[config.mk]
export PLATFORM = sky130hd
export DESIGN_NAME = cache_arbiter
export DESIGN_NICKNAME = d
export VERILOG_FILES = /design/src/rtl/cache_arb_types.sv /design/src/rtl/arb_rr2.sv /design/src/rtl/cache_arbiter.sv
export SDC_FILE = /design/constraint.sdc
export NUM_CORES = 1
export LEC_CHECK = 0
export CAP_MARGIN = 10
export CORE_AREA = 2 2 647 649
export DETAILED_ROUTE_END_ITERATION = 12
export DIE_AREA = 0 0 649 651
export SLEW_MARGIN = 25
export SYNTH_ARGS = -nofsm -noshare
export SYNTH_HDL_FRONTEND = slang
export SYNTH_SLANG_ARGS = --single-unit
[constraint.sdc]
create_clock -name clk -period 4.85 [get_ports clk]
set_input_delay 0.485 -clock clk [delete_from_list [all_inputs] [get_ports clk]]
set_output_delay 0.485 -clock clk [all_outputs]
set_load 0.02 [all_outputs]
[src/rtl/cache_arb_types.sv]
`default_nettype none
// +----------------------------------------------------------------------+
// | Package    : cache_arb_types                                         |
// | Description: Shared types and default widths for the cache arbiter.  |
// | Revision   : 1.0                                                     |
// +----------------------------------------------------------------------+
package cache_arb_types;

    localparam int c_line_w_default = 256;
    localparam int c_addr_w_default = 32;

    typedef enum logic [1:0] {
        IDLE = 2'd0,
        BUSY = 2'd1,
        DONE = 2'd2
    } state_t;

    typedef enum logic {
        REQ_I = 1'b0,
        REQ_D = 1'b1
    } requester_t;

endpackage
`default_nettype wire

[src/rtl/arb_rr2.sv]
`default_nettype none
// +----------------------------------------------------------------------+
// | Module     : arb_rr2                                                 |
// | Description: 2-way round-robin picker holding the last-grant state.  |
// | Revision   : 1.0                                                     |
// +----------------------------------------------------------------------+
module arb_rr2
    import cache_arb_types::*;
(
    input  logic       clk,
    input  logic       rst,
    input  logic       req_i,
    input  logic       req_d,
    input  logic       update,
    output requester_t grant,
    output logic       valid
);

    requester_t r_last;

    always_comb begin
        valid = req_i | req_d;
        grant = REQ_I;
        if (req_i && req_d) begin
            // On a tie the side that did not win last time goes first
            grant = (r_last == REQ_I) ? REQ_D : REQ_I;
        end else if (req_d) begin
            grant = REQ_D;
        end
    end

    always_ff @(posedge clk or negedge rst) begin
        if (!rst) begin
            r_last <= REQ_I;
        end else if (update && valid) begin
            r_last <= grant;
        end
    end

endmodule
`default_nettype wire

[src/rtl/cache_arbiter.sv]
`default_nettype none
// +----------------------------------------------------------------------+
// | Module     : cache_arbiter                                           |
// | Description: Shares one memory line port between icache and dcache.  |
// | Revision   : 1.0                                                     |
// +----------------------------------------------------------------------+
module cache_arbiter
    import cache_arb_types::*;
#(
    parameter int s_line = c_line_w_default,
    parameter int s_addr = c_addr_w_default
) (
    input  logic              clk,
    input  logic              rst,
    input  logic [s_addr-1:0] i_address,
    input  logic              i_read,
    input  logic              i_write,
    input  logic [s_line-1:0] i_wdata,
    output logic [s_line-1:0] i_rdata,
    output logic              i_resp,
    input  logic [s_addr-1:0] d_address,
    input  logic              d_read,
    input  logic              d_write,
    input  logic [s_line-1:0] d_wdata,
    output logic [s_line-1:0] d_rdata,
    output logic              d_resp,
    output logic [s_addr-1:0] pmem_address,
    output logic              pmem_read,
    output logic              pmem_write,
    output logic [s_line-1:0] pmem_wdata,
    input  logic [s_line-1:0] pmem_rdata,
    input  logic              pmem_resp
);

    state_t      r_state;
    requester_t  r_grant;
    requester_t  w_pick;
    logic        w_pick_valid;
    logic        w_sel_write;

    arb_rr2 u_rr (
        .clk    (clk),
        .rst    (rst),
        .req_i  (i_read | i_write),
        .req_d  (d_read | d_write),
        .update (r_state == IDLE),
        .grant  (w_pick),
        .valid  (w_pick_valid)
    );

    // A requester asserting read and write together is treated as a write
    assign w_sel_write = (w_pick == REQ_D) ? d_write : i_write;

    always_ff @(posedge clk or negedge rst) begin
        if (!rst) begin
            r_state      <= IDLE;
            r_grant      <= REQ_I;
            pmem_address <= '0;
            pmem_read    <= 1'b0;
            pmem_write   <= 1'b0;
            pmem_wdata   <= '0;
            i_rdata      <= '0;
            d_rdata      <= '0;
            i_resp       <= 1'b0;
            d_resp       <= 1'b0;
        end else begin
            i_resp <= 1'b0;
            d_resp <= 1'b0;
            case (r_state)
                IDLE: begin
                    if (w_pick_valid) begin
                        r_grant      <= w_pick;
                        pmem_address <= (w_pick == REQ_D) ? d_address : i_address;
                        pmem_wdata   <= (w_pick == REQ_D) ? d_wdata : i_wdata;
                        pmem_write   <= w_sel_write;
                        pmem_read    <= ~w_sel_write;
                        r_state      <= BUSY;
                    end
                end
                BUSY: begin
                    if (pmem_resp) begin
                        pmem_read  <= 1'b0;
                        pmem_write <= 1'b0;
                        if (r_grant == REQ_D) begin
                            d_resp <= 1'b1;
                            if (pmem_read) begin
                                d_rdata <= pmem_rdata;
                            end
                        end else begin
                            i_resp <= 1'b1;
                            if (pmem_read) begin
                                i_rdata <= pmem_rdata;
                            end
                        end
                        r_state <= DONE;
                    end
                end
                DONE: begin
                    // Requests are not looked at here so the winner can drop its level
                    r_state <= IDLE;
                end
                default: begin
                    r_state <= IDLE;
                end
            endcase
        end
    end

endmodule
`default_nettype wire

==> run metrics, run 1 <==
status finished, final reports clean; vias in the first global route 29.5k; Die Ht 651 um; crit path DAT 2440 ps; syn_area_per_cell 11.9 um^2; cell with the largest stage delay on the worst path clkdlybuf4s50_1; total number of vias 30.9k; Setup WS post-layout 1930 ps; HP Class in2reg; CTS Buf Count 109; # H-tree levels 3; flop and latch count out of synthesis ~800; Die Area 0.422 mm^2; Hold Path Stages 3; Worst EP required 4370 ps; Crit Path Class reg2out; # port buffers ~1.6k; period utilization approximately three fifths; DR WL/cell 35.7 um; Post-DP HPWL 318000 um; clock sinks 807; Worst path top cell family by delay buffers and inverters; Critical R2R Launch r_state[0]$_DFFE_PN0P_; Crit. Startpoint i_rdata[214]$_DFFE_PN0P_; drt drc 0; Clock Tree Root clkbuf_16; Net Sw Frac approximately 46%; Psw approximately 21 mW; Synth top area share 63.1%; Clock transition at path regs roughly 60 ps; RSZ-0062 raised after global routing no; Synth Cell Area 0.0320 mm^2; Total Wirelength 355000 um; Seq/Total Area, Yosys a little over three fifths; maximum vdd drop 0.494 mV; Clock Path Buffers 4; Power Internal around 24 mW; count of pins over their slew limit 0; Final Util 14.2%; Sequential Power Share 27.4%; R2R depth 5; Worst Clk Skew 46.4 ps; post-route minimum period about 2900 ps; part of the power in combinational logic a little over half; Die Wd between 600 and 700 um; Final #Nets 5141; overall routing resource usage 16.2%; most frequent cells in the layout clkdlybuf4s50_1, dfrtp_1, a21oi_1; largest net degree at the start of global routing 168; ANT nets after route 0; Critical Path Stages 1; setup violators final 0; CP endpoint kind primary output; postcts setup bufs 0; Hold Buf Count CTS 1; CP max FO 2; most area-consuming cells after synthesis dfrtp_1, mux2_2, a21oi_1, nand2_1, nor2_1; Core ar. 0.415 mm^2; worst slew pin tran ~1100 ps; startpoint types register; leakage 22.6 nW; crit path to i_rdata[214]; grt ovf 0; DP Cell Count 9687; highest clock rate 342 MHz; Fin Setup TNS 0 ps; Area growth syn-to-layout 84.2%; post_cts resized 0; Power per Cell Area 758 mW/mm^2; routability-driven placement congestion ratio a little over 1; DR iter-0 viols ~2.5k; Post-Syn Instances 2682; I/O pin count between 1.5k and 2k; dpl ws around 1900 ps; critical path buffer and inverter count 1; initial core utilization 7.71%; Synth area leader dfrtp_1; Synth Warn # 0; Fillers 46.7k; R2R Setup Slk 2040 ps; Final Hold Viols 0; commonest non-fill, non-tap cell in the layout clkdlybuf4s50_1; Distinct cells, synth 23; average via count per standard cell 3.10; max incr delay on CP 1190 ps; reg2reg end pmem_wdata[134]$_DFFE_PN0P_; Relative slew margins 27.8%; Rows 237; number of max-cap violations 0; total power between 40 and 50 mW; worst path cell trace clkdlybuf4s50_1; syn nets 3521; TritonCTS clock tree built; layout cells sized above 1 around 17%; first-pass GRT wire length 423000 um; antenna violations before repair 361; clock share of power a little under a fifth; Post-Layout Cell Count 9965; Clock Latency Late Sink between 800 and 900 ps; 1st-pass router iterations 5
[worst reg2reg max path, delay by kind of cell (launching register included)]
kind            cells  cell delay, ps
compound gates      2            1130
simple gates        2             800
buf+inv             1             400
flops               1             360
[sequential cells by signal, indices dropped and copies added (netlist names)]
register and count:
pmem_address 32, r_state 2, i_rdata 256, r_grant 1, d_rdata 256, pmem_read 1
d_resp 1, pmem_wdata 256, i_resp 1, pmem_write 1
[layer usage]
layer | share of wire (%) | vias up | routed length [um] | global-route usage (%)
met5 | 0.60 | - | 2120 | 0
met3 | 17 | 863 | 60700 | 12.8
met2 | 45 | 1979 | 161000 | 26.3
li1 | - | 12600 | - | -
met1 | 34 | 15100 | 120000 | 16.1
met4 | 3.3 | 276 | 11800 | 3.94
[kinds of logic after synthesis]
| group | Yosys count | share of synthesized area [%] |
|---|---|---|
| mux | 512 | 18.0 |
| flops | 807 | 63.1 |
| simple gates | 591 | 6.99 |
| compound gates | 585 | 9.22 |
| buf+inv | 187 | 2.73 |
[worst min path at each step]
| stage | start | to |
|---|---|---|
| after CTS | i_wdata[180] | pmem_wdata[180]$_DFFE_PN0P_ |
| after floorplan | rst | d_rdata[0]$_DFFE_PN0P_ |
| after global routing | i_wdata[213] | pmem_wdata[213]$_DFFE_PN0P_ |
| after global placement | d_rdata[189]$_DFFE_PN0P_ | d_rdata[189]$_DFFE_PN0P_ |
| after detailed placement | d_rdata[35]$_DFFE_PN0P_ | d_rdata[35]$_DFFE_PN0P_ |
| final | i_address[18] | pmem_address[18]$_DFFE_PN0P_ |
[final cells by class]
| type | instances | area (um^2) | area share [%] |
|---|---|---|---|
| antenna | 82 | 205 | 0.348 |
| clock buffer | 150 | 3110 | 5.28 |
| clock inverter | 45 | 547 | 0.927 |
| inverter | 3 | 11.3 | 0.0191 |
| multi-input combinational | 1688 | 11000 | 18.6 |
| sequential | 807 | 20200 | 34.2 |
| tap | 5497 | 6880 | 11.7 |
| timing repair buffer | 1693 | 17100 | 28.9 |
[cells in the mapped netlist]
cell and count:
nand2_1 291, a31oi_1 1, o21ai_0 3, nand3_1 2, inv_1 3, nand2b_1 1
nand4_1 1, o31ai_4 1, buf_2 126, clkbuf_1 52, and2_1 1, or2_1 1
o31a_1 1, mux2_2 512, a21o_1 1, nor2b_1 1, a21oi_1 577, nor2_1 291
dfrtp_1 807, buf_1 2, buf_4 4, and3_1 2, o21ai_1 1
[per-stage QoR]
stage	hold slack (ps)	instance area (um^2)
after floorplan	189	32000
after CTS	26.3	58800
after global routing	95.9	58800
after global placement	487	55100
final	161	59000
after detailed placement	491	55100
[power groups by stage]
stage,sequential [mW],combinational [mW],clock [mW]
final,12.3,24.0,8.45
after global placement,12.3,24.5,0
after floorplan,16.0,5.31,0
after global routing,12.7,25.3,8.95
after CTS,12.3,24.7,8.80
after detailed placement,12.4,24.6,0
No activity file was read; power rests on OpenSTA's default activity.
==> inputs of run 2 (changes only) <==
--- a/config.mk
+++ b/config.mk
@@ -6,9 +6,9 @@
 export NUM_CORES = 1
 export LEC_CHECK = 0
 export CAP_MARGIN = 10
-export CORE_AREA = 2 2 647 649
+export CORE_AREA = 2 2 632 634
 export DETAILED_ROUTE_END_ITERATION = 12
-export DIE_AREA = 0 0 649 651
+export DIE_AREA = 0 0 634 636
 export SLEW_MARGIN = 25
 export SYNTH_ARGS = -nofsm -noshare
 export SYNTH_HDL_FRONTEND = slang
==> constraint.sdc (replaced) <==
create_clock -name clk -period 3 [get_ports clk]
set_input_delay 0.3 -clock clk [delete_from_list [all_inputs] [get_ports clk]]
set_output_delay 0.3 -clock clk [all_outputs]
set_load 0.02 [all_outputs]
==> run 2 against run 1 <==
Compared with the run above: clock-buffer cell count rose by 3; largest power group unchanged; worst hold slack worse by 68 ps; total power is 65% higher; clock power up 57%; largest cell class is now non-clock buffers; sequential cell count did not move.
==> run metrics, run 2 (synthesized netlist as in run 1, its figures left out) <==
DR WL/cell 34.9 um; Final #Nets 5472; post_cts resized 0; Clock Tree Root clkbuf_16; startpoint types register; Sequential Power Share 27.2%; worst hold margin roughly 94 ps; Die Wd 634 um; grt ovf 0; Core ar. 0.397 mm^2; Top Registers d_rdata (256), i_rdata (256), pmem_wdata (256); clock share of power 18.0%; Power Internal between 30 and 40 mW; most frequent cells in the layout clkdlybuf4s50_1, dfrtp_1, a21oi_1; Worst EP required 3760 ps; Final Util between 15 and 20%; Worst Clk Skew around 52 ps; Total Wirelength 351000 um; largest net degree at the start of global routing 97; max incr delay on CP approximately 570 ps; cell with the largest stage delay on the worst path dlygate4sd3_1; Setup WS post-layout 274 ps; # port buffers 1642; Clock Path Buffers 4; postcts setup bufs 0; Final Hold Viols 0; # H-tree levels 3; RSZ-0062 raised after global routing no; drt drc 0; period utilization between 90% and 100%; Net Sw Frac 46.5%; highest clock rate 367 MHz; initial core utilization 8.06%; ANT nets after route 0; status finished, final reports clean; Clock transition at path regs 60 ps; Relative slew margins 32.7%; vias in the first global route 31.4k; Area growth syn-to-layout 93.4%; HP Class in2reg; crit path DAT 3480 ps; Fillers 44.5k; critical path buffer and inverter count 2; setup violators final 0; Crit Path Class reg2reg; dpl ws -7.43 ps; Die Ht 636 um; Clock Latency Late Sink between 800 and 900 ps; leakage 24.0 nW; antenna violations before repair 313; DP Cell Count ~9.5k; total number of vias 32.3k; average via count per standard cell 3.21; routability-driven placement congestion ratio 0.952; DR iter-0 viols 2968; worst slew pin tran ~1000 ps; CP max FO 29; CTS Buf Count 106; Post-DP HPWL around 310000 um; Worst path top cell family by delay buffers and inverters; post-route minimum period 2730 ps; clock sinks between 800 and 900; Top cell by count, worst path a21oi_1; Power per Cell Area 1190 mW/mm^2; first-pass GRT wire length about 420000 um; CP endpoint kind register; count of pins over their slew limit 0; Psw 34.3 mW; number of max-cap violations 0; Post-Layout Cell Count between 10k and 15k; part of the power in combinational logic 54.8%; maximum vdd drop between 0.6 and 0.7 mV; overall routing resource usage between 10% and 20%; worst path cell trace o21ai_1 > and2_4 > buf_4 > a21oi_1 > a21oi_1 > dlygate4sd3_1; Die Area roughly 0.40 mm^2; Rows 232; R2R Setup Slk 270 ps; layout cells sized above 1 between 10% and 20%; Hold Buf Count CTS 312; commonest non-fill, non-tap cell in the layout clkdlybuf4s50_1; TritonCTS clock tree built; 1st-pass router iterations 5; I/O pin count 1643
-- run 2: cell count changes in the layout (fill, tap and decap cells not counted), moves of 3 or more --
cell,change
inv_6,-3
diode_2,-6
clkbuf_16,-4
clkbuf_1,+9
buf_4,+34
dlygate4sd3_1,+311
clkinv_2,+3
clkdlybuf4s50_1,-24
clkinv_4,-5
buf_12,+16
-- run 2: stage by stage --
stage                     power [mW]  TNS [ps]  instance area, um^2
final                           73.7         0                61900
after global placement          60.2     -18.2                55100
after global routing            77.1         0                61800
after detailed placement        60.6     -7.43                55100
after floorplan                 34.4         0                32000
after CTS                       75.1         0                61800
-- run 2: layout make-up --
class                      instances  area [um^2]  share of cell area, %
timing repair buffer            2027        20500                   33.1
antenna                           76          190                  0.307
clock inverter                    39          484                  0.782
tap                             5265         6590                   10.6
multi-input combinational       1688        11000                   17.7
clock buffer                     153         3020                   4.87
sequential                       807        20200                   32.6
inverter                           3         11.3                 0.0182
-- run 2: final timing paths --
| path | startpoint | end | cells after the start |
|---|---|---|---|
| max | r_grant$_DFFE_PN0P_ | pmem_wdata[129]$_DFFE_PN0P_ | 6 |
| min | i_wdata[74] | pmem_wdata[74]$_DFFE_PN0P_ | 3 |
| max reg2reg | r_grant$_DFFE_PN0P_ | pmem_wdata[129]$_DFFE_PN0P_ | 6 |
| min reg2reg | i_rdata[190]$_DFFE_PN0P_ | i_rdata[190]$_DFFE_PN0P_ | 1 |
| max in group asynchronous | rst | pmem_wdata[226]$_DFFE_PN0P_ | 3 |
| min in group asynchronous | rst | pmem_address[31]$_DFFE_PN0P_ | 2 |
-- run 2: layer usage --
layer	routed length [um]	up-vias	GRT usage (%)
li1	-	13200	-
met1	133000	16200	19.2
met2	155000	1925	26.6
met4	11200	202	3.94
met5	1310	-	0
met3	50000	734	9.94
-- run 2: power groups by stage --
stage	sequential (mW)	clock (mW)	combinational (mW)
after floorplan	25.8	0	8.58
after detailed placement	20.3	0	40.3
final	20.0	13.3	40.4
after CTS	20.1	13.7	41.2
after global placement	20.0	0	40.2
after global routing	20.6	14.0	42.4
-- run 2: worst min-delay path: cells and delay by family --
kind / cells / cell delay (ps)
buffers and inverters: 1 / 410
and+or+nand+nor: 1 / 90
AOI/OAI and AO/OA: 1 / 70
==> inputs of run 3 (changes only) <==
--- a/config.mk
+++ b/config.mk
@@ -6,9 +6,11 @@
 export NUM_CORES = 1
 export LEC_CHECK = 0
 export CAP_MARGIN = 10
-export CORE_AREA = 2 2 632 634
+export CORE_AREA = 2 2 639 641
+export CTS_BUF_LIST = sky130_fd_sc_hd__clkbuf_8
 export DETAILED_ROUTE_END_ITERATION = 12
-export DIE_AREA = 0 0 634 636
+export DIE_AREA = 0 0 641 643
+export SETUP_SLACK_MARGIN = 0.02
 export SLEW_MARGIN = 25
 export SYNTH_ARGS = -nofsm -noshare
 export SYNTH_HDL_FRONTEND = slang
==> constraint.sdc (replaced) <==
create_clock -name clk -period 3.5 [get_ports clk]
set_input_delay 0.35 -clock clk [delete_from_list [all_inputs] [get_ports clk]]
set_output_delay 0.35 -clock clk [all_outputs]
set_load 0.02 [all_outputs]
==> run 3 against run 2 <==
Compared with the run above: cell count increased by 7.1%; combinational power decreased by 7.7%; worst setup slack improved by 97 ps; largest power group unchanged; highest routed layer unchanged.
==> run metrics, run 3 (synthesized netlist as in run 1, its figures left out) <==
clock share of power ~16%; Critical Path Stages 6; Rows between 200 and 250; Hold Buf Count CTS 720; DR WL/cell 33.7 um; HP Class in2reg; Clock Path Buffers 4; Clock Tree Root clkbuf_8; final instance area 0.0662 mm^2; Power per Cell Area 981 mW/mm^2; Final #Nets between 5k and 6k; Worst path top cell family by delay buffers and inverters; worst hold margin 133 ps; max incr delay on CP 840 ps; Top Registers d_rdata (256), i_rdata (256), pmem_wdata (256); maximum vdd drop slightly above 0.5 mV; Die Wd 641 um; part of the power in combinational logic a little under three fifths; Clock Latency Late Sink 990 ps; total number of vias 34.8k; Clock transition at path regs roughly 60 ps; Worst EP required 4350 ps; Critical R2R Launch r_state[0]$_DFFE_PN0P_; Area after DPL 0.0554 mm^2; initial core utilization around 7.9%; Psw 29.8 mW; busiest grt layer met2; Total Wirelength between 300000 and 400000 um; drt drc 0; CP endpoint kind register; antenna violations before repair 370; Power Internal 35.1 mW; hold_sp pmem_rdata[81]; I/O pin count 1643; post-route minimum period 3130 ps; Relative slew margins 23.6%; number of max-cap violations 0; cell with the largest stage delay on the worst path o31a_2; postcts setup bufs 0; Crit Path Class reg2reg; leakage 25.7 nW; Fillers 45.3k; met3 usage 11.7%; most frequent cells in the layout clkdlybuf4s50_1, dfrtp_1, dlygate4sd3_1; setup violators final 0; first-pass GRT wire length 437000 um; period utilization 89.4%; critical path buffer and inverter count 2; Die Ht 643 um; layout cells sized above 1 15.7%; RSZ-0062 raised after global routing no; largest net degree at the start of global routing between 100 and 150; worst path cell trace nor2_1 > o31a_2 > buf_12 > nor2_1 > a21oi_1 > dlygate4sd3_1; CP max FO 84; Area growth syn-to-layout 107%; status finished, final reports clean; Hold EP d_rdata[81]$_DFFE_PN0P_; highest clock rate 320 MHz; Post-DP HPWL 319000 um; overall routing resource usage between 10% and 20%; Final Hold Viols 0; Worst Clk Skew 109 ps; CTS Buf Count roughly 170; count of pins over their slew limit 0; grt ovf 0; crit path DAT 3980 ps; Top cell by count, worst path nor2_1; average via count per standard cell between 3 and 4; worst slew pin tran 1140 ps; Die Area ~0.4 mm^2; reg2reg end pmem_wdata[234]$_DFFE_PN0P_; Global Route met1 Usage 18.0%; Hold Path Stages 2; R2R depth 6; commonest non-fill, non-tap cell in the layout clkdlybuf4s50_1; post_cts resized 0; Sequential Power Share approximately a quarter; # H-tree levels 4; # port buffers 1642; startpoint types register; Net Sw Frac 45.9%; routability-driven placement congestion ratio between 0.9 and 1; Core ar. 0.405 mm^2; TritonCTS clock tree built; clock sinks ~810; 1st-pass router iterations 6; vias in the first global route 33.7k; Fin Setup TNS 0 ps; GR Util met2 26.9%; R2R Setup Slk roughly 370 ps; ANT nets after route 0; DR iter-0 viols 2943
run 3: cell types whose count changed in the layout (fill, tap and decap cells not counted), sizes merged:
cell,previous run,this run
dlygate4sd3,312,719
clkinv,21,11
buf,101,75
diode,76,134
clkdlybuf4s50,1614,1635
inv,7,68
bufinv,7,5
clkinvlp,7,9
clkbuf,153,193
run 3: how the worst max path moves through the flow:
stage / start / endpoint / slack (ps)
floorplan: d_write / pmem_address[0]$_DFFE_PN0P_ / 1810
CTS: pmem_wdata[111]$_DFFE_PN0P_ / pmem_wdata[111] / 290
detailed placement: pmem_resp / d_rdata[190]$_DFFE_PN0P_ / 450
global route: r_state[0]$_DFFE_PN0P_ / pmem_wdata[165]$_DFFE_PN0P_ / 170
global placement: pmem_resp / d_rdata[200]$_DFFE_PN0P_ / 440
finish: r_state[0]$_DFFE_PN0P_ / pmem_wdata[234]$_DFFE_PN0P_ / 370
run 3: cell type report:
type	count	area, um^2	area share (%)
repair buffers	2429	24600	37.2
flip-flops and latches	807	20200	30.5
multi-input cells	1688	11000	16.6
well taps	5428	6790	10.3
clock buffers	193	2660	4.02
clock inverters	90	592	0.895
diodes	134	335	0.507
inverters	3	11.3	0.0170
run 3: routing by layer:
metal	wire (um)	vias to the layer above
li1	-	14300
met1	130000	17100
met2	161000	2316
met3	57400	847
met4	13500	230
met5	1530	-
run 3: per-stage QoR:
step           total power, mW  setup WS [ps]  std cells  utilization, %
6_report                  64.9            371      10800            16.3
5_1_grt                   68.2            166      10700            16.3
4_1_cts                   65.8            287      10600            16.2
3_5_place_dp              51.5            448       9635            13.7
3_3_place_gp              51.2            439       9635            13.7
2_1_floorplan             29.5           1810       2682               -
run 3: power by group through the flow:
stage	clock network [mW]	registers [mW]	logic, mW
2_1_floorplan	0	22.2	7.36
3_3_place_gp	0	17.2	34.0
3_5_place_dp	0	17.4	34.1
4_1_cts	10.9	17.2	37.7
5_1_grt	11.2	17.7	39.3
6_report	10.4	17.2	37.3
